<file path="src/rtl/video_csc_stream_arbiter.sv">
// Two-source Avalon-ST packet arbiter feeding the colour-space converter.
// Whole packets are granted to one source at a time, with a round-robin
// tie-break. Non-sop beats arriving while idle are discarded and counted.
module video_csc_stream_arbiter #(
  parameter int DW = 23,
  parameter int EW = 1
) (
  input  logic          clk,
  input  logic          reset,
  input  logic [DW:0]   stream_in0_data,
  input  logic          stream_in0_startofpacket,
  input  logic          stream_in0_endofpacket,
  input  logic [EW:0]   stream_in0_empty,
  input  logic          stream_in0_valid,
  output logic          stream_in0_ready,
  input  logic [DW:0]   stream_in1_data,
  input  logic          stream_in1_startofpacket,
  input  logic          stream_in1_endofpacket,
  input  logic [EW:0]   stream_in1_empty,
  input  logic          stream_in1_valid,
  output logic          stream_in1_ready,
  input  logic [1:0]    port_enable,
  input  logic          stream_out_ready,
  output logic [DW:0]   stream_out_data,
  output logic          stream_out_startofpacket,
  output logic          stream_out_endofpacket,
  output logic [EW:0]   stream_out_empty,
  output logic          stream_out_valid,
  output logic          stream_out_channel,
  output logic [15:0]   pkt_count0,
  output logic [15:0]   pkt_count1,
  output logic [7:0]    drop_count
);

  typedef enum logic [1:0] {IDLE, GRANT0, GRANT1} state_t;

  state_t state, state_nxt;
  logic   prio, prio_nxt;
  logic   transfer;
  logic   cand0, cand1, have_win, win;
  logic   stray0, stray1;
  logic   rdy0, rdy1;
  logic   fwd, fwd_ch, fwd_eop;
  logic [1:0] drop_inc;

  // Add up to two discards to the drop counter, clamping at 255.
  function automatic logic [7:0] sat_add8(input logic [7:0] a, input logic [1:0] b);
    logic [8:0] s;
    s = {1'b0, a} + {7'd0, b};
    return (s > 9'd255) ? 8'd255 : s[7:0];
  endfunction

  // Arbitration, per-source ready and next-state decode.
  always_comb begin
    transfer  = ~stream_out_valid | stream_out_ready;
    cand0     = port_enable[0] & stream_in0_valid & stream_in0_startofpacket;
    cand1     = port_enable[1] & stream_in1_valid & stream_in1_startofpacket;
    have_win  = cand0 | cand1;
    win       = (cand0 & cand1) ? prio : cand1;
    stray0    = stream_in0_valid & ~stream_in0_startofpacket;
    stray1    = stream_in1_valid & ~stream_in1_startofpacket;
    rdy0      = 1'b0;
    rdy1      = 1'b0;
    fwd       = 1'b0;
    fwd_ch    = 1'b0;
    drop_inc  = 2'd0;
    state_nxt = state;
    prio_nxt  = prio;
    case (state)
      IDLE: begin
        // A stray beat can never be the winner, since winners carry sop.
        if (have_win && !win) rdy0 = transfer;
        if (have_win && win)  rdy1 = transfer;
        if (stray0) rdy0 = 1'b1;
        if (stray1) rdy1 = 1'b1;
        drop_inc = {1'b0, stray0} + {1'b0, stray1};
        if (have_win && transfer) begin
          fwd    = 1'b1;
          fwd_ch = win;
          if (win ? stream_in1_endofpacket : stream_in0_endofpacket)
            prio_nxt = ~win;
          else
            state_nxt = win ? GRANT1 : GRANT0;
        end
      end
      GRANT0: begin
        rdy0 = transfer;
        if (stream_in0_valid && transfer) begin
          fwd = 1'b1;
          if (stream_in0_endofpacket) begin
            state_nxt = IDLE;
            prio_nxt  = 1'b1;
          end
        end
      end
      GRANT1: begin
        rdy1   = transfer;
        fwd_ch = 1'b1;
        if (stream_in1_valid && transfer) begin
          fwd = 1'b1;
          if (stream_in1_endofpacket) begin
            state_nxt = IDLE;
            prio_nxt  = 1'b0;
          end
        end
      end
      default: state_nxt = IDLE;
    endcase
    fwd_eop = fwd_ch ? stream_in1_endofpacket : stream_in0_endofpacket;
  end

  // Readys are forced low while reset is held.
  assign stream_in0_ready = rdy0 & reset;
  assign stream_in1_ready = rdy1 & reset;

  // FSM state and round-robin pointer.
  always_ff @(posedge clk or negedge reset) begin
    if (!reset) begin
      state <= IDLE;
      prio  <= 1'b0;
    end else begin
      state <= state_nxt;
      prio  <= prio_nxt;
    end
  end

  // Output beat register: loads on transfer, bubbles clear only valid.
  always_ff @(posedge clk or negedge reset) begin
    if (!reset) begin
      stream_out_data          <= '0;
      stream_out_startofpacket <= 1'b0;
      stream_out_endofpacket   <= 1'b0;
      stream_out_empty         <= '0;
      stream_out_valid         <= 1'b0;
      stream_out_channel       <= 1'b0;
    end else if (transfer) begin
      if (fwd) begin
        stream_out_data          <= fwd_ch ? stream_in1_data : stream_in0_data;
        stream_out_startofpacket <= fwd_ch ? stream_in1_startofpacket : stream_in0_startofpacket;
        stream_out_endofpacket   <= fwd_eop;
        stream_out_empty         <= fwd_ch ? stream_in1_empty : stream_in0_empty;
        stream_out_valid         <= 1'b1;
        stream_out_channel       <= fwd_ch;
      end else begin
        stream_out_valid <= 1'b0;
      end
    end
  end

  // Completed-packet and discarded-beat statistics.
  always_ff @(posedge clk or negedge reset) begin
    if (!reset) begin
      pkt_count0 <= 16'd0;
      pkt_count1 <= 16'd0;
      drop_count <= 8'd0;
    end else begin
      if (fwd && fwd_eop && !fwd_ch) pkt_count0 <= pkt_count0 + 16'd1;
      if (fwd && fwd_eop && fwd_ch)  pkt_count1 <= pkt_count1 + 16'd1;
      drop_count <= sat_add8(drop_count, drop_inc);
    end
  end

endmodule

</file>
<file path="config.mk">
export PLATFORM = sky130hd
export DESIGN_NAME = video_csc_stream_arbiter
export DESIGN_NICKNAME = d
export VERILOG_FILES = /design/src/rtl/video_csc_stream_arbiter.sv
export SDC_FILE = /design/constraint.sdc
export NUM_CORES = 1
export LEC_CHECK = 0
export CORE_AREA = 2 2 114 116
export DETAILED_ROUTE_END_ITERATION = 7
export DIE_AREA = 0 0 116 118
export GPL_TIMING_DRIVEN = 0
export PLACE_DENSITY_LB_ADDON = 0.12
export SLEW_MARGIN = 0
export SYNTH_ARGS = -nofsm -noshare
export SYNTH_HDL_FRONTEND = slang
export SYNTH_SLANG_ARGS = --single-unit
</file>
<file path="constraint.sdc">
create_clock -name clk -period 5.2 [get_ports clk]
set_clock_uncertainty 0.15 [all_clocks]
set_input_delay 1.04 -clock clk [delete_from_list [all_inputs] [get_ports clk]]
set_output_delay 1.04 -clock clk [all_outputs]
set_load 0.02 [all_outputs]
</file>
# After elaboration in Yosys (flattened, before gate mapping)
# Index checks and enable logic that the tools add are counted.
# totals
register_bits,73
in_bits,63
out_inout_bits,72
wordCells,91
# op_classes
addsub,4
magnitude_cmp,1
n_eq_ne,9
muxes,36
bitwise,15
n_reduce_logical,15
# op_table
op,n
16-bit by 1-bit adder with 16-bit output (second input constant),2
24-bit two-way mux,1
1-bit two-way mux,19
2-bit two-way mux,9
2-bit != test (second input constant),7
8-bit by 2-bit adder with 9-bit output,1
1-bit AND,9
9-bit by 8-bit > comparator with 1-bit output (second input constant),1
1-bit logical AND,8
8-bit two-way mux,1
7-bit AND reduction,1
1-bit case mux with 2 select lines,3
1-bit case mux with 3 select lines,2
2-bit case mux with 3 select lines,1
6-bit AND reduction,1
1-bit inverter,4
3-bit nonzero test,1
1-bit by 1-bit adder with 2-bit output,1
2-bit by 1-bit == test with 1-bit output (second input constant),1
2-bit == test (second input constant),1
1-bit logical NOT,2
2-bit logical NOT,1
1-bit bitwise OR,2
2-bit AND reduction,1

# Longest topological paths before layout
# depth
ltp_word,10
mapped_depth,9
depth_no_buf,8

# Least setup slack after synthesis
# OpenSTA, ideal clock, no wires.
# synth_path
path_kind,input port to output port
from,input port stream_in1_startofpacket
to,output port stream_in1_ready
arrival_ns,2.059
required_time_ns,4.010
slack_ns,1.951
stages,5
n_path_buf,0
cell_sequence,and3_1 nand2_1 nor2_1 o21ai_0 a21boi_0
# synth_via
elab_chain_len,8
word_cells_on_any_way,11
classes_between,mux: 4; bitwise: 6; reduce/logical: 1
# synth_lines
element,line_no,rtl
"start, declared",17,"input logic stream_in1_startofpacket,"
1-bit AND,57,cand1 = port_enable[1] & stream_in1_valid & stream_in1_startofpacket;
1-bit AND,59,win = (cand0 & cand1) ? prio : cand1;
1-bit two-way mux,59,
1-bit logical AND,73,if (have_win && win) rdy1 = transfer;
1-bit two-way mux,73,
1-bit two-way mux *,75,if (stray1) rdy1 = 1'b1;
1-bit case mux with 2 select lines *,69,case (state)
1-bit AND *,114,assign stream_in1_ready = rdy1 & reset;
"end, declared",21,"output logic stream_in1_ready,"
# Mark *: on every way between the ends. The rest lies on a longest branch, timed or not.

# Worst setup path in the final report
# layout_path
from,input port stream_in1_valid
to,output port stream_in1_ready
# layout_via
elab_chain_len,9
word_cells_on_any_way,11
classes_between,mux: 4; bitwise: 6; reduce/logical: 1
# layout_lines
element,line_no,rtl
"start, declared",20,"input logic stream_in1_valid,"
1-bit AND (2 in a row),57,
1-bit AND,59,
1-bit two-way mux,59,
1-bit logical AND,73,
1-bit two-way mux,73,
1-bit two-way mux *,75,
1-bit case mux with 2 select lines *,69,
1-bit AND *,114,
# Marked as above.

==> impl_metrics.ini <==
[worst_setup_path]
worst-setup-path-type = primary input to output pin
setup.worst_path.start_class = primary input
ff2ff_path_depth = 9
cp_max_fo = 6
critical_path.reg2reg.endpoint = drop_count[1]$_DFF_PN0_
timing.rr.start = state[0]$_DFFE_PN0P_
worst_setup_path_end_kind = output pin
critical_path_required_ns = 4.01
cp_data_arrival_time_ns = 3.05
rrSetupSlack_ns = 2.50

[place]
postPlaceCellArea_mm2 = 0.00524
port_buffers = 133
gp_congestion = 0.836
dp_hpwl_um = 7120

[sta]
grt_setup_unrepaired = no
final_min_period_over_clock_period_pct = 81.5
finalSetupViolCount = 0
final_hold_viol_count = 0
relSlewSlack_pct = 45.8
slew_violations = 0
finalCriticalPeriod_ns = 4.24
worst_slew_pin_slew_ns = 0.803
max_freq_mhz = 236

[worst_hold_path]
hp_class = flop to flop
hold_path.startpoint = pkt_count0[15]$_DFFE_PN0P_
timing.hold.worst_path_depth = 1
hold-path-endpoint = pkt_count0[15]$_DFFE_PN0P_

[detailed_routing]
drtIter0Drc = 137
remaining_drc_errors = 0
route.detailed.wl_per_inst_um = 14.1
drt_wl_total_um = 9340
post_drt_via_cell_ratio = 4.52
dr_total_vias = 3000
firstDrtPassIters = 4
route.antenna.remaining_nets = 0

[logic_synthesis]
synthDominantCellAreaShare_pct = 49.8
synth_top_flop_cell = sky130_fd_sc_hd__dfrtp_1
avgSynthCellArea_um2 = 10.8
synth_fp_nets = 414
number_of_library_cell_types_mapped_by_synthesis = 46
synth_top_area_cell = sky130_fd_sc_hd__dfrtp_1
postSynthRegisterBits = 73
async_reset_ff_share_pct = 100
yosysWarnings = 0
synth_commonest_cells = sky130_fd_sc_hd__dfrtp_1 (73), sky130_fd_sc_hd__nand2_1 (49), sky130_fd_sc_hd__o21ai_0 (32)
synthesis.area_mm2 = 0.00367
post_synthesis_cells = 341
synth_edf_count = 0
cell_with_the_most_instances_after_synthesis = sky130_fd_sc_hd__dfrtp_1
synth.yosys.seq_area_share_pct = 49.8
yosys-top-cells-area = sky130_fd_sc_hd__dfrtp_1 (50%), sky130_fd_sc_hd__mux2i_1 (7.4%), sky130_fd_sc_hd__nand2_1 (5.0%), sky130_fd_sc_hd__xnor2_1 (5.0%), sky130_fd_sc_hd__o21ai_0 (4.4%)

[global_route]
largest_net_degree_at_the_start_of_global_routing = 45
number_of_antenna_violations_at_the_first_check_in_global_routing = 0
vias_in_the_first_global_route = 2989
globalRouteOverflowTotal = 0
grt_pass1_wl_um = 15000
global_route_usage_over_all_layers_pct = 14.0

[pwr]
total_power_mw = 2.63
internal_power_mw = 1.64
total_switching_power_mw = 0.990
power_frac_seq_pct = 33.5
power.ir.vdd_worst_mv = 0.183
clock_power_share_pct = 21.8
switching_share_pct = 37.6
power.leakage_nw = 2.51
power_density_mw_per_mm2 = 477
share_comb_of_total_power_pct = 44.8

[job]
drv.max_cap_violation_count = 0

[floorplanning]
die_w_um = 116
number_of_core_rows = 41
design.die.area_mm2 = 0.0137
core_region_area_mm2 = 0.0124
boundaryPins = 135
die_h_um = 118
initial_core_utilization_pct = 29.5

[layout]
post_route_cells_drive_above_1_share_pct = 6.52
finish.net_count = 559
area_growth_from_synthesis_to_layout_pct = 50.4
antenna_cells = 0
post-route-cell-area_mm2 = 0.00552
postLayoutCoreUtil_pct = 44.4

[cts]
cts.root.buffer_cell = sky130_fd_sc_hd__clkbuf_16
clock_latency_on_the_worst_skew_pair_ns = 0.32
hold_fix_buffers_cts = 0
cts.reportedPaths.clkPinSlew_ns = 0.05
postCtsSetupBuffers = 0
clock_tree.buffer_depth = 2
tritoncts = built
cts_htree_levels = 3
post_cts_resized = 0
num_cts_buffers = 9
cts.sinks = 73

[status]
run_status = finished clean
[how the worst max path moves through the flow]
stage	from	to	slack, ns	cells after the start
2_1_floorplan	stream_in1_startofpacket	stream_in1_ready	1.95	5
3_3_place_gp	reset	stream_in1_ready	-1.05	3
3_5_place_dp	stream_in1_valid	stream_in1_ready	0.96	7
4_1_cts	stream_in1_valid	stream_in1_ready	0.96	7
5_1_grt	stream_in1_valid	stream_in1_ready	0.81	7
6_report	stream_in1_valid	stream_in1_ready	0.96	7
[area by class of cell]
class / instances / area, um^2
flip-flops and latches: 73 / 1830
multi-input cells: 246 / 1740
clock buffers: 14 / 264
inverters: 10 / 37.5
clock inverters: 2 / 12.5
repair buffers: 134 / 1360
plain buffers: 12 / 65.1
fillers: 1258 / 6900
well taps: 172 / 215
[per-layer routing]
| layer | vias up | part of all wire (%) | routed length, um | global-route usage (%) |
|---|---|---|---|---|
| li1 | 1484 | - | - | - |
| met1 | 1399 | 44 | 4100 | 18.0 |
| met2 | 112 | 45 | 4230 | 21.7 |
| met3 | 5 | 9.9 | 923 | 5.82 |
| met4 | 0 | 0.89 | 83 | 3.57 |
| met5 | - | 0 | 0 | 0 |
[registers in the layout, summed over array words and instances, names as in the netlist]
| signal | cells |
|---|---|
| prio | 1 |
| pkt_count0 | 16 |
| drop_count | 8 |
| stream_out_channel | 1 |
| stream_out_endofpacket | 1 |
| stream_out_empty | 2 |
| stream_out_valid | 1 |
| stream_out_data | 24 |
| stream_out_startofpacket | 1 |
| state | 2 |
| pkt_count1 | 16 |
[stage by stage]
stage	instances	TNS, ns	hold slack [ns]	worst slack, ns
5_1_grt	663	0	0.329	0.805
4_1_cts	663	0	0.321	0.963
2_1_floorplan	341	0	0.344	1.95
3_3_place_gp	646	-2.09	0.308	-1.05
6_report	663	0	0.316	0.959
3_5_place_dp	647	0	0.312	0.960
[power groups by stage]
stage                     Clock, mW  Sequential (mW)  Combinational (mW)
after floorplan                   0             1.06               0.474
after global placement            0            0.885                1.18
after detailed placement          0            0.887                1.20
after CTS                     0.591            0.886                1.20
after global routing          0.615            0.910                1.29
final                         0.573            0.881                1.18
[placed cells by master, fill, tap and decap left out, drive strengths merged, types with 10 or more instances in the layout]
master / synthesis / routed
dfrtp: 73 / 73
o21ai: 32 / 32
xnor2: 21 / 21
nand3: 15 / 15
inv: 10 / 10
clkdlybuf4s50: 0 / 132
mux2i: 27 / 27
nand2: 49 / 49
clkbuf: 6 / 20
nand4: 12 / 12
nor2: 12 / 12
xor2: 13 / 13
[logic make-up (layout without fill, tap and decap cells)]
kind of cell / Yosys count / after routing / synth area share (%)
flip-flops: 73 / 73 / 49.8
XOR/XNOR: 34 / 34 / 8.12
AND/OR/NAND/NOR: 121 / 121 / 17.8
adder cells (fa/ha/maj): 10 / 10 / 3.62
buffers and inverters: 22 / 172 / 2.80
AO/OA/AOI/OAI: 51 / 51 / 9.42
multiplexers: 30 / 30 / 8.39
[critical path: stages]
cell	delay [ns]
sky130_fd_sc_hd__clkdlybuf4s50_1	0.56
sky130_fd_sc_hd__and3_1	0.31
sky130_fd_sc_hd__nand2_1	0.15
sky130_fd_sc_hd__nor2_1	0.11
sky130_fd_sc_hd__o21ai_0	0.08
sky130_fd_sc_hd__a21boi_0	0.18
sky130_fd_sc_hd__clkdlybuf4s50_1	0.62
(Power assumes the default switching activity.)
